**src/rtl/uart_rx_byte.sv**
```systemverilog
// uart_rx_byte: 8N1 UART receiver front end for the serial debug path.
//
// Ports:
//   clk       system clock, rising edge
//   rstn      synchronous active-low reset
//   rxd       asynchronous serial line, idles high, LSB first
//   dout      received byte, stable while dout_vld is high
//   dout_vld  byte available, held until accepted
//   dout_rdy  consumer accepts dout on an edge with dout_vld & dout_rdy
//   busy      receiver is inside a frame (any state but IDLE)
//   ferr      one-cycle pulse, stop bit sampled low (byte discarded)
//   ovr       one-cycle pulse, byte completed while previous one still held
//
// state | meaning
// ------+-------------------------------------------------------------
// IDLE  | waiting for rxd_s low (start bit edge)
// START | timing half a bit to re-check the start bit at its centre
// DATA  | sampling 8 data bits at bit centres, LSB first
// STOP  | sampling the stop bit, then deliver / flag ferr / flag ovr
module uart_rx_byte #(
   parameter int DIV = 868
) (
   input  logic       clk,
   input  logic       rstn,
   input  logic       rxd,
   output logic [7:0] dout,
   output logic       dout_vld,
   input  logic       dout_rdy,
   output logic       busy,
   output logic       ferr,
   output logic       ovr
);

   localparam int CW = (DIV > 1) ? $clog2(DIV) : 1;
   // Bit timer counts down to zero; the reload value sets the interval.
   localparam logic [CW-1:0] HALF_TC = CW'(DIV / 2 - 1);
   localparam logic [CW-1:0] FULL_TC = CW'(DIV - 1);

   typedef enum logic [1:0] {
      IDLE  = 2'd0,
      START = 2'd1,
      DATA  = 2'd2,
      STOP  = 2'd3
   } state_t;

   state_t        state, state_nxt;
   logic          s1, rxd_s;
   logic [CW-1:0] cnt, cnt_nxt;
   logic [2:0]    bit_idx, bit_idx_nxt;
   logic [7:0]    shreg, shreg_nxt;
   logic [7:0]    dout_nxt;
   logic          dout_vld_nxt, ferr_nxt, ovr_nxt;

   always_ff @(posedge clk) begin
      if (!rstn) begin
         s1       <= 1'b1;
         rxd_s    <= 1'b1;
         state    <= IDLE;
         cnt      <= '0;
         bit_idx  <= '0;
         shreg    <= '0;
         dout     <= '0;
         dout_vld <= 1'b0;
         ferr     <= 1'b0;
         ovr      <= 1'b0;
      end else begin
         s1       <= rxd;
         rxd_s    <= s1;
         state    <= state_nxt;
         cnt      <= cnt_nxt;
         bit_idx  <= bit_idx_nxt;
         shreg    <= shreg_nxt;
         dout     <= dout_nxt;
         dout_vld <= dout_vld_nxt;
         ferr     <= ferr_nxt;
         ovr      <= ovr_nxt;
      end
   end

   always_comb begin
      state_nxt    = state;
      cnt_nxt      = cnt;
      bit_idx_nxt  = bit_idx;
      shreg_nxt    = shreg;
      dout_nxt     = dout;
      // An accept clears valid unless a new byte loads on the same edge.
      dout_vld_nxt = dout_vld & ~dout_rdy;
      ferr_nxt     = 1'b0;
      ovr_nxt      = 1'b0;

      case (state)
         IDLE: begin
            if (!rxd_s) begin
               state_nxt = START;
               cnt_nxt   = HALF_TC;
            end
         end
         START: begin
            if (cnt == '0) begin
               if (!rxd_s) begin
                  state_nxt   = DATA;
                  cnt_nxt     = FULL_TC;
                  bit_idx_nxt = '0;
               end else begin
                  state_nxt = IDLE;
               end
            end else begin
               cnt_nxt = cnt - 1'b1;
            end
         end
         DATA: begin
            if (cnt == '0) begin
               shreg_nxt[bit_idx] = rxd_s;
               cnt_nxt            = FULL_TC;
               if (bit_idx == 3'd7) begin
                  state_nxt = STOP;
               end else begin
                  bit_idx_nxt = bit_idx + 3'd1;
               end
            end else begin
               cnt_nxt = cnt - 1'b1;
            end
         end
         STOP: begin
            if (cnt == '0) begin
               // Returning at mid-stop-bit leaves time to catch a
               // back-to-back start bit.
               state_nxt = IDLE;
               if (rxd_s) begin
                  if (!dout_vld || dout_rdy) begin
                     dout_nxt     = shreg;
                     dout_vld_nxt = 1'b1;
                  end else begin
                     ovr_nxt = 1'b1;
                  end
               end else begin
                  ferr_nxt = 1'b1;
               end
            end else begin
               cnt_nxt = cnt - 1'b1;
            end
         end
         default: state_nxt = IDLE;
      endcase
   end

   assign busy = (state != IDLE);

endmodule

```
**config.mk**
```make
export PLATFORM = sky130hd
export DESIGN_NAME = uart_rx_byte
export DESIGN_NICKNAME = d
export VERILOG_FILES = /design/src/rtl/uart_rx_byte.sv
export SDC_FILE = /design/constraint.sdc
export NUM_CORES = 1
export LEC_CHECK = 0
export CORE_ASPECT_RATIO = 1.4
export CORE_MARGIN = 1.5
export CORE_UTILIZATION = 58
export DETAILED_ROUTE_END_ITERATION = 10
export PLACE_DENSITY_LB_ADDON = 0.08
export SYNTH_ARGS = -nofsm -noshare
export SYNTH_HDL_FRONTEND = slang
export SYNTH_SLANG_ARGS = --single-unit
```
**constraint.sdc**
```tcl
create_clock -name clk -period 2.4 [get_ports clk]
set_input_delay 0.72 -clock clk [delete_from_list [all_inputs] [get_ports clk]]
set_output_delay 0.72 -clock clk [all_outputs]
set_load 0.02 [all_outputs]
```
# Word level (Yosys, flattened, before mapping)
# Cells that the tools add are included.
dict set report classes {
  add_sub_neg 2
  magnitude_cmp 2
  n_eq_ne 13
  n_mux 27
  bitwise_logic 2
  n_reduce_logical 14
}
# op count
set ops {}
lappend ops {{10-bit two-way mux} 5}
lappend ops {{10-bit case mux with 4 select lines} 1}
lappend ops {{2-bit inequality test (second input constant)} 8}
lappend ops {{2-bit two-way mux} 6}
lappend ops {{3-bit two-way mux} 4}
lappend ops {{10-bit logical NOT} 1}
lappend ops {{5-bit AND reduction} 2}
lappend ops {{10-bit by 1-bit subtractor with 10-bit output (second input constant)} 1}
lappend ops {{8-bit bitwise mux} 1}
lappend ops {{2-bit case mux with 4 select lines} 1}
lappend ops {{4-bit AND reduction} 2}
lappend ops {{1-bit two-way mux} 7}
lappend ops {{3-bit case mux with 2 select lines} 1}
lappend ops {{3-bit AND reduction} 2}
lappend ops {{2-bit == test (second input constant)} 2}
lappend ops {{3-bit by 4-bit < comparator with 1-bit output (second input constant)} 1}
lappend ops {{2-bit nonzero test} 2}
lappend ops {{3-bit by 1-bit adder with 3-bit output (second input constant)} 1}
lappend ops {{1-bit demux with 3-bit select} 1}
lappend ops {{3-bit == test (second input constant)} 1}
lappend ops {{3-bit by 1-bit greater-or-equal comparator with 1-bit output (second input constant)} 1}
lappend ops {{3-bit inequality test (second input constant)} 1}
lappend ops {{2-bit by 1-bit == test with 1-bit output (second input constant)} 1}
lappend ops {{2-bit logical NOT} 1}
lappend ops {{6 further kinds} 6}
dict set report totals {
  ff_bits 36
  inputBits 4
  output_inout_bits 12
  wordCells 70
}

# Depth between registers and ports, before layout
# Gate-level depths: netlist of the first run.
dict set report depth {
  ltp_word 6
  mapped_depth 7
  ltp_nobuf 6
}

# Worst setup path after synthesis of the first run
# Ideal clock, no wire load.
dict set report synth_timing {
  kind {flip-flop to flip-flop}
  startpoint {register cnt[0]}
  endpoint {register dout[3]}
  setup_time_ns 0.132
  arrival_time_ns 1.621
  t_required_ns 2.268
  slack_ns 0.647
  stages_incl_launch_ff 8
  path_buffers 1
  synth_period_minus_slack_ns 1.753
  cell_sequence {dfxtp_1 inv_1 ha_1 nor3b_2 nand3_2 buf_2 o21ai_0 a21oi_1}
}
dict set report synth_via {
  elab_chain_len 2
}
# item line_no
set synth_lines {}
lappend synth_lines {{start: declaration} 48} ;# logic [CW-1:0] cnt, cnt_nxt;
lappend synth_lines {{start signal: assignment} 70} ;# cnt <= cnt_nxt;
lappend synth_lines {{10-bit logical NOT} 125} ;# if (cnt == '0) begin
lappend synth_lines {{4-bit AND reduction (no line)} --}
lappend synth_lines {{end signal: assignment} 73} ;# dout <= dout_nxt;
lappend synth_lines {{end: declaration} 26} ;# output logic [7:0] dout,
# No other way between the ends.
# A chain may end at the register's enable or synchronous reset.

# Final worst setup path of the first run
dict set report layout_timing {
  startpoint {register cnt[0]}
  endpoint {register shreg[1]}
}
dict set report layout_via {
  elab_chain_len 2
}
# item line_no
set layout_lines {}
lappend layout_lines {{10-bit logical NOT} 112} ;# if (cnt == '0) begin
lappend layout_lines {{2-bit AND reduction (no line)} --}
lappend layout_lines {{end signal: assignment} 72} ;# shreg <= shreg_nxt;
lappend layout_lines {{end: declaration} 50} ;# logic [7:0] shreg, shreg_nxt;
# No other way between the ends.

==> qor_table.md, run 1 <==
| Item | Reported |
| --- | --- |
| Run status | complete, no violations |
| Number of I/O port buffers | 15 |
| Synth-to-layout area growth | 14.90% |
| Total number of vias | 1,909 |
| Top achievable clock speed | 487.0 MHz |
| Path type of the worst setup path | reg -> reg |
| Type of origin of the critical path | flip-flop |
| Latest clock arrival within the worst-skew pair | 0.29 ns |
| Placeable core region | 3378 µm² |
| Floorplan die width | 53.13 µm |
| Class of the worst hold path | reg -> reg |
| Average detailed-routed wire length per instance | 15.63 µm |
| Fraction of final layout cells sized beyond drive strength 1 | 11.15% |
| Post-synthesis adder-cell area fraction | 5.518% |
| Cell accounting for the most synthesized area | dfxtp_1 |
| FILL cells | 296 |
| Worst Skew | 0.007376 ns |
| Count of distinct cell types in the synthesized netlist | 52 |
| Area fraction in and, or, nand and nor cells after synthesis | 25.81% |
| Post-synthesis share of cell area spent on xor and xnor gates | 0% |
| Drt pass-1 iters | 4 |
| Number of buffers inserted during clock tree synthesis | 5 |
| Register clock-pin slew on the reported worst setup and hold paths | 0.08 ns |
| Total I/O pin count | 16 |
| Violation count after the first detailed-route iteration | 32 |
| Initial antenna violation count | 0 |
| Post-Synthesis Net Count | 257 |
| Headroom to the max-slew limit | 63.66% |
| Largest cells by area after synthesis | dfxtp_1 (35%), nand3_1 (7.6%), a21oi_1 (6.6%), ha_1 (5.5%), o21ai_0 (4.4%) |
| Initial core utilization | 60.41% |
| Number of synthesized register bits | 36 |
| Vias per cell | 6.363 |
| Num rows | 25 |
| Vias in the first global route | 1,752 |
| Total clock sinks | 36 |
| Setup TNS | 0 ns |
| Area used by multi-input combinational logic | 1209 µm² |
| Power, Total | 2395 µW |
| LEAKAGE | 0.0008587 µW |
| Detailed Place HPWL | 3.419 mm |
| Total Die Area | 3888 µm² |
| Aggregate routed wire length | 4.690 mm |
| Crit path arrival time | 2.23 ns |
| Footprint of the flip-flops and latches | 720.7 µm² |
| Final min period | 2.053 ns |
| Antenna Diode Count | 0 |
| RSZ-0062 raised after global routing | false |
| Portion of synthesized cell area occupied by the leading cell type | 35.32% |
| # H-tree levels | 2 |
| Mux share of post-synthesis cell area | 0.9810% |
| Total DRC errors in the routed layout | 0 |
| Compound-cell area share of the yosys netlist | 26.92% |
| Cts hold-fix bufs | 0 |
| Maximum number of pins on one net before global-route repair | 26 |
| Power density normalized to cell area | 1022 nW/µm² |
| Seq/Total Area, Yosys | 35.32% |
| Root buffer cell | clkbuf_8 |
| Final RePlAce weighted congestion | 0.9300 |
| Worst path required time | 2.58 ns |
| Yosys Warn Count | 0 |
| Total Routing Usage GR | 26.85% |
| Antenna-violating nets left | 0 |
| Nets@finish | 272 |
| Peak fanout along the critical path | 19 |
| Cell area after synthesis | 2041 µm² |
| Worst IR Drop VDD | 926.2 µV |
| Final number of setup-violating endpoints | 0 |
| Buffer levels on the longest clock path | 2 |
| Final max-slew violation count | 0 |
| Gate count after technology mapping | 244 |
| Wire length of the first global-routing pass | 7.734 mm |
| Number of failing hold endpoints at the final stage | 0 |
| Type of element capturing the critical path | flip-flop |
| CTS tree | done |
| Slew at the pin closest to its max-slew limit | 0.5437 ns |
| Largest family of logic cells by synthesized area | compound AO/OA/AOI/OAI gates |
| Max-cap violations | 0 |
| Final period utilization | 85.55% |
| Total congestion overflow | 0 |
| Synthesized area per cell | 8.364 µm² |
| Vert. Die Dim | 73.19 µm |
## Yosys cell counts, drive strengths merged
cell type / number
nor4b: 3
a211o: 1
o2111ai: 3
o311ai: 1
o21a: 1
nor4: 5
nand3: 32
nand3b: 1
nand2: 9
o21bai: 1
ha: 9
inv: 10
or4: 2
a41oi: 1
and3: 1
o21ai: 18
o221a: 2
and4: 1
o211ai: 3
mux2i: 2
a21boi: 1
a41o: 1
nor2b: 3
a21o: 4
a311oi: 1
nor2: 10
a211oi: 1
nor3: 5
clkbuf: 13
a221oi: 1
o2111a: 1
nand4: 5
o41ai: 2
and2: 3
dfxtp: 36
o31ai: 4
or2: 1
a21oi: 27
a31oi: 6
or3b: 1
nor3b: 1
o211a: 2
o221ai: 1
buf: 4
nand2b: 4
## routing by layer
metal  vias to the layer above  wire (µm)  share of wire (%)  GRT usage (%)
met4                         0        108                2.3          13.96
met2                        33       2432                 52          48.33
met1                       906       2023                 43          28.92
li1                        959          -                  -              -
met5                         -          0                  0              0
met3                        11        126                2.7          4.713
## flip-flops by register name, summed over array words and instances (netlist names), named ones only
| signal | flops |
|---|---|
| dout_vld | 1 |
| bit_idx | 3 |
| dout | 8 |
| shreg | 8 |
| ovr | 1 |
| state | 1 |
| rxd_s | 1 |
| s1 | 1 |
| ferr | 1 |
| cnt | 10 |
## power by group
group / switching, µW / internal, µW / leakage, µW / total [µW]
registers: 98.3 / 658 / 0.000292 / 757
logic: 770 / 445 / 0.000519 / 1210
clock network: 222 / 202 / 0.0000479 / 424
total: 1090 / 1310 / 0.000859 / 2400
## cell type report
class	instances	share of cell area, %
clock inverter	3	0.8004
timing repair buffer	25	10.25
sequential	36	30.74
clock buffer	5	2.935
multi-input combinational	181	51.55
inverter	10	1.601
tap	40	2.134
## worst paths after layout
kind                              from       end  slack (ns)  depth (start not counted)
worst max-delay path            cnt[0]  shreg[1]        0.35                          6
worst min-delay path                s1     rxd_s        0.42                          1
worst max register to register  cnt[0]  shreg[1]        0.35                          6
worst min register to register      s1     rxd_s        0.42                          1
## per-stage QoR
stage / cell area [µm²] / util [%] / hold WS (ns) / cells / worst slack [ns]
4_1_cts: 2342 / 69.33 / 0.4189 / 300 / 0.02304
3_3_place_gp: 2255 / 66.74 / 0.3886 / 292 / 0.3444
5_1_grt: 2345 / 69.41 / 0.4292 / 300 / 0.1470
3_5_place_dp: 2255 / 66.74 / 0.4022 / 292 / 0.3029
6_report: 2345 / 69.41 / 0.4164 / 300 / 0.3467
2_1_floorplan: 2041 / - / 0.3863 / 244 / 0.6472
## worst max-delay path: stages (launching register included)
cell and delay (ns):
dfxtp_1 0.34, inv_1 0.12, ha_1 0.20, nor3b_2 0.33, nand3_2 0.40, o41ai_1 0.44, a21oi_1 0.11
## cell usage in the layout (no fill, tap or decap), types with 2 or more instances in the layout
cell type / n
o211a_1: 2
clkdlybuf4s50_1: 14
dfxtp_1: 36
a31oi_1: 6
nor4b_1: 2
buf_4: 9
nor4_1: 2
nor3_1: 4
clkinv_2: 2
a21o_1: 4
o221a_1: 2
nand2_1: 9
nor2b_1: 3
o31ai_1: 4
inv_1: 10
and2_1: 3
o41ai_1: 2
o21ai_0: 18
nand3_1: 31
nand2b_1: 4
a21oi_1: 27
mux2i_1: 2
nand4_1: 5
nor2_1: 10
o2111ai_1: 3
ha_1: 9
nor4_2: 2
clkbuf_8: 5
o211ai_1: 3
## cell families after synthesis
family | count (synthesis)
multiplexers | 2
AO/OA/AOI/OAI | 83
flip-flops | 36
buffers and inverters | 27
AND/OR/NAND/NOR | 87
adder cells (fa/ha/maj) | 9
## timing repair
action | 4_1_cts | 5_1_grt
endpoints found under the hold margin | 0 | 0
endpoints found under the setup margin | 0 | 1
gates resized for setup | 0 | 1
buffers inserted | 0 | 0
No activity file was read; power rests on OpenSTA's default activity.
==> run 2: changes to the inputs <==
--- a/config.mk
+++ b/config.mk
@@ -6,7 +6,6 @@
 export NUM_CORES = 1
 export LEC_CHECK = 0
 export CORE_ASPECT_RATIO = 1.4
-export CORE_MARGIN = 1.5
 export CORE_UTILIZATION = 58
 export DETAILED_ROUTE_END_ITERATION = 10
 export PLACE_DENSITY_LB_ADDON = 0.08
==> qor_table.md, run 2 (synthesis results as in run 1) <==
| Item | Reported | vs previous |
| --- | --- | --- |
| Number of buffers inserted during clock tree synthesis | 5 | unchanged |
| Most common cell after layout, fill and taps aside | dfxtp_1 |  |
| Class of the worst hold path | reg -> reg |  |
| Nets@finish | 271 | -0.37% |
| Worst path required time | 2.57 ns | about the same |
| Power density normalized to cell area | 1019 nW/µm² | -0.21% |
| Footprint of the flip-flops and latches | 720.7 µm² | unchanged |
| Most used cells in the layout excluding fill and tap cells | dfxtp_1 (36), nand3_1 (31), a21oi_1 (27) |  |
| FILL cells | 292 | -1.4% |
| Root buffer cell | clkbuf_8 |  |
| CTS tree | done |  |
| Final min period | 2.028 ns | -0.02520 ns |
| Violation count after the first detailed-route iteration | 70 | +120% |
| Average detailed-routed wire length per instance | 14.84 µm | -5.1% |
| Combined buffer and inverter count along the critical path | 1 | unchanged |
| Top delay family on crit path | simple AND/OR/NAND/NOR gates |  |
| Antenna Diode Count | 0 | unchanged |
| Type of origin of the critical path | flip-flop |  |
| Number of I/O port buffers | 15 | unchanged |
| Vias per cell | 6.321 | -0.66% |
| Initial antenna violation count | 0 | unchanged |
| Peak fanout along the critical path | 19 | unchanged |
| Wire length of the first global-routing pass | 7.638 mm | -1.2% |
| Total Routing Usage GR | 26.87% | about the same |
| Total number of vias | 1,890 | -1.0% |
| Placed cells | 291 | -0.34% |
| Total I/O pin count | 16 | unchanged |
| Final number of setup-violating endpoints | 0 | unchanged |
| Final period utilization | 84.51% | -1.0 points |
| Maximum number of pins on one net before global-route repair | 26 | unchanged |
| Final core area utilization | 69.19% | -0.22 points |
| Vias in the first global route | 1,677 | -4.3% |
| Worst IR Drop VDD | 737.9 µV | -20% |
| Latest clock arrival within the worst-skew pair | 0.29 ns | about the same |
| Register containing the most flip-flops in the final layout | cnt |  |
| Crit path arrival time | 2.20 ns | -0.03 ns |
| Worst-path cell chain | inv_1 -> ha_1 -> nor3b_2 -> nand3_2 -> o41ai_1 -> a21oi_1 |  |
| RSZ-0062 raised after global routing | false |  |
| Headroom to the max-slew limit | 64.97% | +1.3 points |
| Max-cap violations | 0 | unchanged |
| Detailed Place HPWL | 3.246 mm | -5.0% |
| Placeable core region | 3378 µm² | unchanged |
| # H-tree levels | 2 | unchanged |
| Final RePlAce weighted congestion | 0.8847 | -4.9% |
| Setup TNS | 0 ns | unchanged |
| Total Die Area | 3763 µm² | -3.2% |
| Slew at the pin closest to its max-slew limit | 0.5241 ns | -0.01962 ns |
| Worst setup timing slack at the placement stage | 0.3303 ns | +0.02741 ns |
| Largest registers | cnt x10, dout x8, shreg x8 |  |
| Floorplan die width | 52.13 µm | -1.9% |
| Antenna-violating nets left | 0 | unchanged |
| Final max-slew violation count | 0 | unchanged |
| LEAKAGE | 0.0008545 µW | -0.49% |
| Largest register FFs | 10 | unchanged |
| Filler-free cell count of the finished design | 299 | -0.33% |
| Fraction of final layout cells sized beyond drive strength 1 | 10.81% | -0.34 points |
| Drt pass-1 iters | 4 | unchanged |
| Path type of the worst setup path | reg -> reg |  |
| Setup slack of the critical path after layout | 0.3719 ns | +0.02520 ns |
| Slowest library cell on the worst path | o41ai_1 |  |
| Vert. Die Dim | 72.19 µm | -1.4% |
| Initial core utilization | 60.41% | unchanged |
| Aggregate routed wire length | 4.438 mm | -5.4% |
| Area used by multi-input combinational logic | 1209 µm² | unchanged |
| Number of failing hold endpoints at the final stage | 0 | unchanged |
| Total congestion overflow | 0 | unchanged |
| Largest stage delay on the critical path | 0.43 ns | about the same |
| Total clock sinks | 36 | unchanged |
| Buffer levels on the longest clock path | 2 | unchanged |
| Synth-to-layout area growth | 14.53% |  |
| Type of element capturing the critical path | flip-flop |  |
| Worst Skew | 0.009814 ns | +0.002438 ns |
| Run status | complete, no violations |  |
| Top achievable clock speed | 493.1 MHz | +1.2% |
| Num rows | 25 | unchanged |
| Total DRC errors in the routed layout | 0 | unchanged |
| Register clock-pin slew on the reported worst setup and hold paths | 0.08 ns | about the same |
-- run 2: changes by cell type in the layout (fill, tap and decap cells not counted), sizes merged --
| cell | before | now |
|---|---|---|
| buf | 10 | 9 |
-- run 2: area by class of cell --
cell class                      instances  area share [%]
Clock buffer                            5           2.944
Clock inverter                          3          0.8030
Inverter                               10           1.606
Multi-Input combinational cell        181           51.71
Sequential cell                        36           30.84
Tap cell                               40           2.141
Timing Repair Buffer                   24           9.957
-- run 2: path summary, 6_finish.rpt --
check | startpoint | end | slack [ns] | cells past startpoint
worst max-delay path | cnt[0] | shreg[0] | 0.37 | 6
worst min-delay path | s1 | rxd_s | 0.42 | 1
worst max register to register | cnt[0] | shreg[0] | 0.37 | 6
worst min register to register | s1 | rxd_s | 0.42 | 1
-- run 2: routing by layer --
metal  track usage (%)  share of wire [%]  vias up
li1                  -                  -      959
met1             30.56                 42      882
met2             48.01                 53       42
met3             5.660                3.1        7
met4             9.942                1.7        0
met5                 0                  0        -
-- run 2: what timing repair did --
| item | CTS | global route |
|---|---|---|
| buffers inserted | 0 | 0 |
| gates resized for setup | 0 | 1 |
| endpoints found under the setup margin | 0 | 1 |
| hold buffers | 0 | 0 |
| endpoints found under the hold margin | 0 | 0 |
-- run 2: where the power goes --
part           total (µW)  internal, µW  switching [µW]
logic                1210           444             762
registers             754           658            95.6
clock network         422           202             220
total                2380          1300            1080
-- run 2: through the flow --
step	hold slack, ns	area, µm²	total power [µW]
after global routing	0.4402	2337	2552
after detailed placement	0.4022	2247	1966
after global placement	0.3892	2247	1971
after floorplan	0.3863	2041	1671
after CTS	0.4180	2335	2389
final	0.4151	2337	2383
-- run 2: worst reg2reg max path, delay by kind of cell, from the launching register on --
kind | cells | cell delay, ns
AND/OR/NAND/NOR | 2 | 0.70
buffers and inverters | 1 | 0.12
flip-flops | 1 | 0.34
AO/OA/AOI/OAI | 2 | 0.55
adder cells (fa/ha/maj) | 1 | 0.22
